<file path="config.mk">
export PLATFORM = sky130hd
export DESIGN_NAME = tft_arbiter
export DESIGN_NICKNAME = d
export VERILOG_FILES = /design/src/rtl/tft_arbiter.sv
export SDC_FILE = /design/constraint.sdc
export NUM_CORES = 1
export LEC_CHECK = 0
export BUFFER_PORTS_ARGS = -buffer_cell sky130_fd_sc_hd__buf_4
export CORE_MARGIN = 3
export CORE_UTILIZATION = 46
export DETAILED_ROUTE_END_ITERATION = 8
export PLACE_DENSITY = 0.85
export SKIP_CTS_REPAIR_TIMING = 1
export SLEW_MARGIN = 25
export SYNTH_ARGS = -nofsm -noshare
export SYNTH_HDL_FRONTEND = slang
export SYNTH_SLANG_ARGS = --single-unit
</file>
<file path="constraint.sdc">
create_clock -name clk -period 1.8 [get_ports clk]
set_clock_uncertainty 0.2 [all_clocks]
set_input_delay 0.27 -clock clk [delete_from_list [all_inputs] [get_ports clk]]
set_output_delay 0.27 -clock clk [all_outputs]
set_load 0.005 [all_outputs]
</file>
<file path="src/rtl/tft_arbiter.sv">
// tft_arbiter: shares one TFT byte transmitter among N_REQ byte-stream
// requesters. Port 0 has strict priority; ports 1..N_REQ-1 are served
// round-robin. A grant covers a whole burst (through the byte flagged last),
// and a watchdog takes the grant back from a requester that stalls mid-burst.
module tft_arbiter #(
  parameter int N_REQ   = 3,
  parameter int TIMEOUT = 1023,
  parameter int CNT_W   = 10
) (
  input  logic               clk,
  input  logic               rst,
  input  logic [N_REQ-1:0]   req_valid,
  input  logic [N_REQ-1:0]   req_dc,
  input  logic [8*N_REQ-1:0] req_data,
  input  logic [N_REQ-1:0]   req_last,
  output logic [N_REQ-1:0]   req_ready,
  output logic [N_REQ-1:0]   grant,
  input  logic               tft_busy,
  output logic               tft_dc,
  output logic [7:0]         tft_data,
  output logic               tft_transmit,
  output logic               active,
  output logic               timeout_err
);

  localparam int PW = $clog2(N_REQ);
  // Counter value at which the next idle cycle completes the timeout.
  localparam logic [CNT_W-1:0] TMO_LAST = (TIMEOUT == 0) ? '0 : CNT_W'(TIMEOUT - 1);

  typedef enum logic [1:0] {ARB, SEND, XMIT, GAP} state_t;

  state_t           r_state, w_state;
  logic [N_REQ-1:0] r_grant, w_grant, w_pick;
  logic [PW-1:0]    r_ptr, w_ptr, w_ptr_adv;
  logic [CNT_W-1:0] r_cnt, w_cnt;
  logic             r_dc, w_dc;
  logic [7:0]       r_data, w_data;
  logic             r_last, w_last;
  logic             r_tmo, w_tmo;
  logic             w_found;
  logic             w_gvalid, w_gdc, w_glast, w_accept;
  logic [7:0]       w_gdata;

  // Arbitration pick: port 0 first, then search upward from r_ptr, wrapping to 1.
  always_comb begin
    w_pick  = '0;
    w_found = 1'b0;
    if (req_valid[0]) begin
      w_pick[0] = 1'b1;
      w_found   = 1'b1;
    end else begin
      for (int i = 1; i < N_REQ; i++) begin
        if (!w_found && req_valid[i] && (i >= int'(r_ptr))) begin
          w_pick[i] = 1'b1;
          w_found   = 1'b1;
        end
      end
      for (int i = 1; i < N_REQ; i++) begin
        if (!w_found && req_valid[i] && (i < int'(r_ptr))) begin
          w_pick[i] = 1'b1;
          w_found   = 1'b1;
        end
      end
    end
  end

  // Select the owner's request lines and the pointer value used on release.
  always_comb begin
    w_gvalid  = 1'b0;
    w_gdc     = 1'b0;
    w_glast   = 1'b0;
    w_gdata   = '0;
    w_ptr_adv = r_ptr;
    for (int i = 0; i < N_REQ; i++) begin
      if (r_grant[i]) begin
        w_gvalid = req_valid[i];
        w_gdc    = req_dc[i];
        w_glast  = req_last[i];
        w_gdata  = req_data[i*8 +: 8];
        // Releasing port 0 leaves the round-robin pointer alone.
        if (i != 0) w_ptr_adv = (i == N_REQ-1) ? PW'(1) : PW'(i + 1);
      end
    end
  end

  assign w_accept = (r_state == SEND) && w_gvalid && !tft_busy;

  // Next-state and datapath updates.
  always_comb begin
    w_state = r_state;
    w_grant = r_grant;
    w_ptr   = r_ptr;
    w_cnt   = r_cnt;
    w_dc    = r_dc;
    w_data  = r_data;
    w_last  = r_last;
    w_tmo   = 1'b0;
    case (r_state)
      ARB: begin
        if (w_found) begin
          w_grant = w_pick;
          w_cnt   = '0;
          w_state = SEND;
        end
      end
      SEND: begin
        if (w_accept) begin
          w_dc    = w_gdc;
          w_data  = w_gdata;
          w_last  = w_glast;
          w_cnt   = '0;
          w_state = XMIT;
        end else if ((TIMEOUT != 0) && !w_gvalid) begin
          // Busy with a valid byte waiting is not a stall; only missing data counts.
          if (r_cnt == TMO_LAST) begin
            w_tmo   = 1'b1;
            w_grant = '0;
            w_ptr   = w_ptr_adv;
            w_cnt   = '0;
            w_state = ARB;
          end else begin
            w_cnt = r_cnt + CNT_W'(1);
          end
        end
      end
      XMIT: w_state = GAP;
      GAP: begin
        // tft_busy is not looked at here: the transmitter needs this cycle to raise it.
        if (r_last) begin
          w_grant = '0;
          w_ptr   = w_ptr_adv;
          w_state = ARB;
        end else begin
          w_state = SEND;
        end
      end
      default: w_state = ARB;
    endcase
  end

  // State registers; reset aborts any burst and drops a pending transmit.
  always_ff @(posedge clk or negedge rst) begin
    if (!rst) begin
      r_state <= ARB;
      r_grant <= '0;
      r_ptr   <= PW'(1);
      r_cnt   <= '0;
      r_dc    <= 1'b0;
      r_data  <= '0;
      r_last  <= 1'b0;
      r_tmo   <= 1'b0;
    end else begin
      r_state <= w_state;
      r_grant <= w_grant;
      r_ptr   <= w_ptr;
      r_cnt   <= w_cnt;
      r_dc    <= w_dc;
      r_data  <= w_data;
      r_last  <= w_last;
      r_tmo   <= w_tmo;
    end
  end

  assign req_ready    = ((r_state == SEND) && !tft_busy) ? r_grant : '0;
  assign grant        = r_grant;
  assign active       = |r_grant;
  assign tft_transmit = (r_state == XMIT);
  assign tft_dc       = r_dc;
  assign tft_data     = r_data;
  assign timeout_err  = r_tmo;

endmodule

</file>
==> results.cfg <==
[setup_path]
cp.arrival_ns = 1.44
setup.worst_path.end_class = primary output
r2r-start = grant[2]$_DFFE_PN0P_
crit_fanout = 15
worst_setup_path_start_kind = flop
cp_slowest_cell = dfrtp_2
cp_num_cells = 3
critPathLaunch = grant[1]$_DFFE_PN0P_
reg2regPathDepth = 5
critPathMaxStageDelay_ns = 0.46
path_buf_inv = 2
required_ns = 1.33
r2r_setup_slack_ns = -0.06
cp_top_family = flip-flops
crit_chain = buf_6, or3_1, buf_4
crit_type = flop to primary output

[grt]
grt_use_total_pct = 21.43
grt_max_degree = 29
grt_pass1_vias = 1541
grt_pass1_wl_um = 7493
antenna_found_initial = 0
overflow = 0

[synthesis]
synth_edf_count = 0
synthMuxAreaShare_pct = 6.461
yosys.area_share.simple_pct = 22.04
synth_top_family_by_area = compound AO/OA/AOI/OAI gates
synth.most_common_cell = dfrtp_1
syn-num-nets = 221
ys_async_sr_fraction_pct = 100.0
seq_area_frac_synth_pct = 40.27
synth-xor-area-share_pct = 0
syn_area_per_cell_sq_um = 9.524
synth_area_leaders = dfrtp_1 (39%), mux2_2 (6.5%), o21ai_0 (5.2%)
synthesis.area_sq_um = 1743
syn_inst = 183
synth-adder-area-share_pct = 1.436
synth_commonest_cells = dfrtp_1 (27), o21ai_0 (18), nand2_1 (17)
netlist.area_leader.share_pct = 38.77
synthFlopType = dfrtp_1
yosys_register_bits = 28
synth_top_area_cell = dfrtp_1
yosysWarnings = 0
ys_types = 49
synth_compound_area_share_pct = 24.48

[floorplanning]
die_area_sq_um = 4564
fp.coreArea_sq_um = 3495
rows = 21
die_w_um = 67.56
initial_utilization_pct = 49.87
die_y_um = 67.56
io_pins = 54

[power]
combPwrFrac_pct = 59.6
p_leak_uw = 0.001164
p_seq_share_pct = 29.2
ir_worst_vdd_v = 0.0009270
cellPowerDensity_nw_per_um2 = 1394
swShare_pct = 40.07
p_clk_share_pct = 11.2
p_sw_uw = 1430
p_int_uw = 2139

[sta]
finalHoldViolations = 0
fin_ws_ns = -0.1053
slew_headroom_pct = 71.23
grt_setup_unrepaired = yes
fmax_mhz = 524.9
maxSlewViolCount = 0
fin_crit_ns = 1.905
fin_hold_ws_ns = 0.07149
min_period_over_period_pct = 105.9
tightest_slew_ns = 0.4275
setup_viol = 22

[drt]
vias_per_cell = 6.248
firstDrtPassIters = 7
wl_per_cell_um = 19.00
drt_iter0_markers = 86
vias = 1887
wl_um = 5738
drc = 0
ant_nets = 0

[final_layout]
area_growth_pct = 46.88
fin_area_sq_um = 2560
nFillCells = 236
fin_nets = 295
fin_cells = 302
final_layout_size_suffix_gt1_share_pct = 51.17
num_antenna_cells = 0

[clocking]
clkTransAtPathRegs_ns = 0.10
tritoncts = done
clockBufferDepth = 2
cts_buffers = 3
htreeDepth = 1
cts-root-buf = clkbuf_8
cts.sinks = 28
clk_latency_ns = 0.28

[min_path]
holdPathStages = 2
min_path_type = input port to flop
worstHoldStart = req_valid[2]

[placement]
dp.cells = 287
dp_slack_ns = 0.001542
portBuffers = 53
dpl.hpwl_um = 3627
gp_congestion = 0.8658
dpl_cell_area_sq_um = 2283

[run_status]
status = finished with violations
violations = negative setup slack

[flow_run]
drv_cap = 0
final cells by class:
type / count / area, sq um / share of cell area [%]
repair buffers: 82 / 675.6 / 26.39
flip-flops and latches: 28 / 710.7 / 27.76
inverters: 8 / 30.03 / 1.173
multi-input cells: 134 / 1031 / 40.27
clock buffers: 4 / 55.05 / 2.151
well taps: 46 / 57.56 / 2.248
placed cells by master (no fill, tap or decap), drive strengths merged, types with 2 or more instances in the layout:
cell     synthesis  routed
o41ai            2       2
o41a             2       2
o21ai           20      20
nand3            8       8
a32o             2       2
nor4             3       3
nor2b            2       2
a31oi            4       4
a22oi           11      11
ha               2       2
inv              8       8
mux2            10      10
or2              4       4
nor2             4       4
o211ai           2       2
nand3b           2       2
a22o             2       2
clkbuf           6       5
or3              4       4
nand4            2       2
a21oi            2       2
and2             4       4
or4              6       6
buf              7      80
dfrtp           27      27
nor3             4       4
o2111ai          5       5
nand2           17      17
metal layers:
metal / global-route usage (%) / vias up / share of wire [%]
li1: - / 846 / -
met3: 2.829 / 24 / 6.5
met5: 0 / - / 0
met2: 34.39 / 116 / 52
met4: 5.316 / 0 / 3.0
met1: 30.46 / 901 / 39
worst register-to-register path: cells and delay by family (launching register included):
kind | cells | cell delay (ns)
AO/OA/AOI/OAI | 1 | 0.20
buffers and inverters | 1 | 0.19
flip-flops | 1 | 0.46
multiplexers | 1 | 0.36
AND/OR/NAND/NOR | 2 | 0.36
worst paths after layout:
kind	endpoint
setup / recovery	active
hold reg to reg	tft_data[4]$_DFFE_PN0P_
hold / removal	grant[2]$_DFFE_PN0P_
max in group asynchronous	r_ptr[0]$_DFFE_PN1P_
min in group asynchronous	r_cnt[3]$_DFFE_PN0P_
setup reg to reg	tft_data[6]$_DFFE_PN0P_
registers in the layout (all words and copies together), names as in the netlist, named ones only:
register     flops
r_cnt           10
r_state          1
r_ptr            2
tft_data         8
grant            3
timeout_err      1
tft_dc           1
r_last           1
cells by family after synthesis:
family,count (synthesis)
and+or+nand+nor,63
AOI/OAI and AO/OA,59
DFF,28
buffers and inverters,21
muxes,10
adders and majority gates,2
metrics by stage:
| step | TNS, ns | utilization (%) | power (uW) |
|---|---|---|---|
| 2_1_floorplan | -0.3097 | - | 1992 |
| 3_3_place_gp | 0 | 65.34 | 2685 |
| 3_5_place_dp | 0 | 65.34 | 2759 |
| 4_1_cts | -0.9247 | 66.92 | 3154 |
| 5_1_grt | -2.081 | 73.25 | 3753 |
| 6_report | -0.9115 | 73.25 | 3570 |
power groups by stage:
stage	clock network, uW	registers (uW)	logic, uW
2_1_floorplan	0	987	1010
3_3_place_gp	0	1000	1680
4_1_cts	402	1010	1740
6_report	400	1040	2130
3_5_place_dp	0	1020	1740
5_1_grt	426	1070	2260
Power figures use the tool's default switching activity.
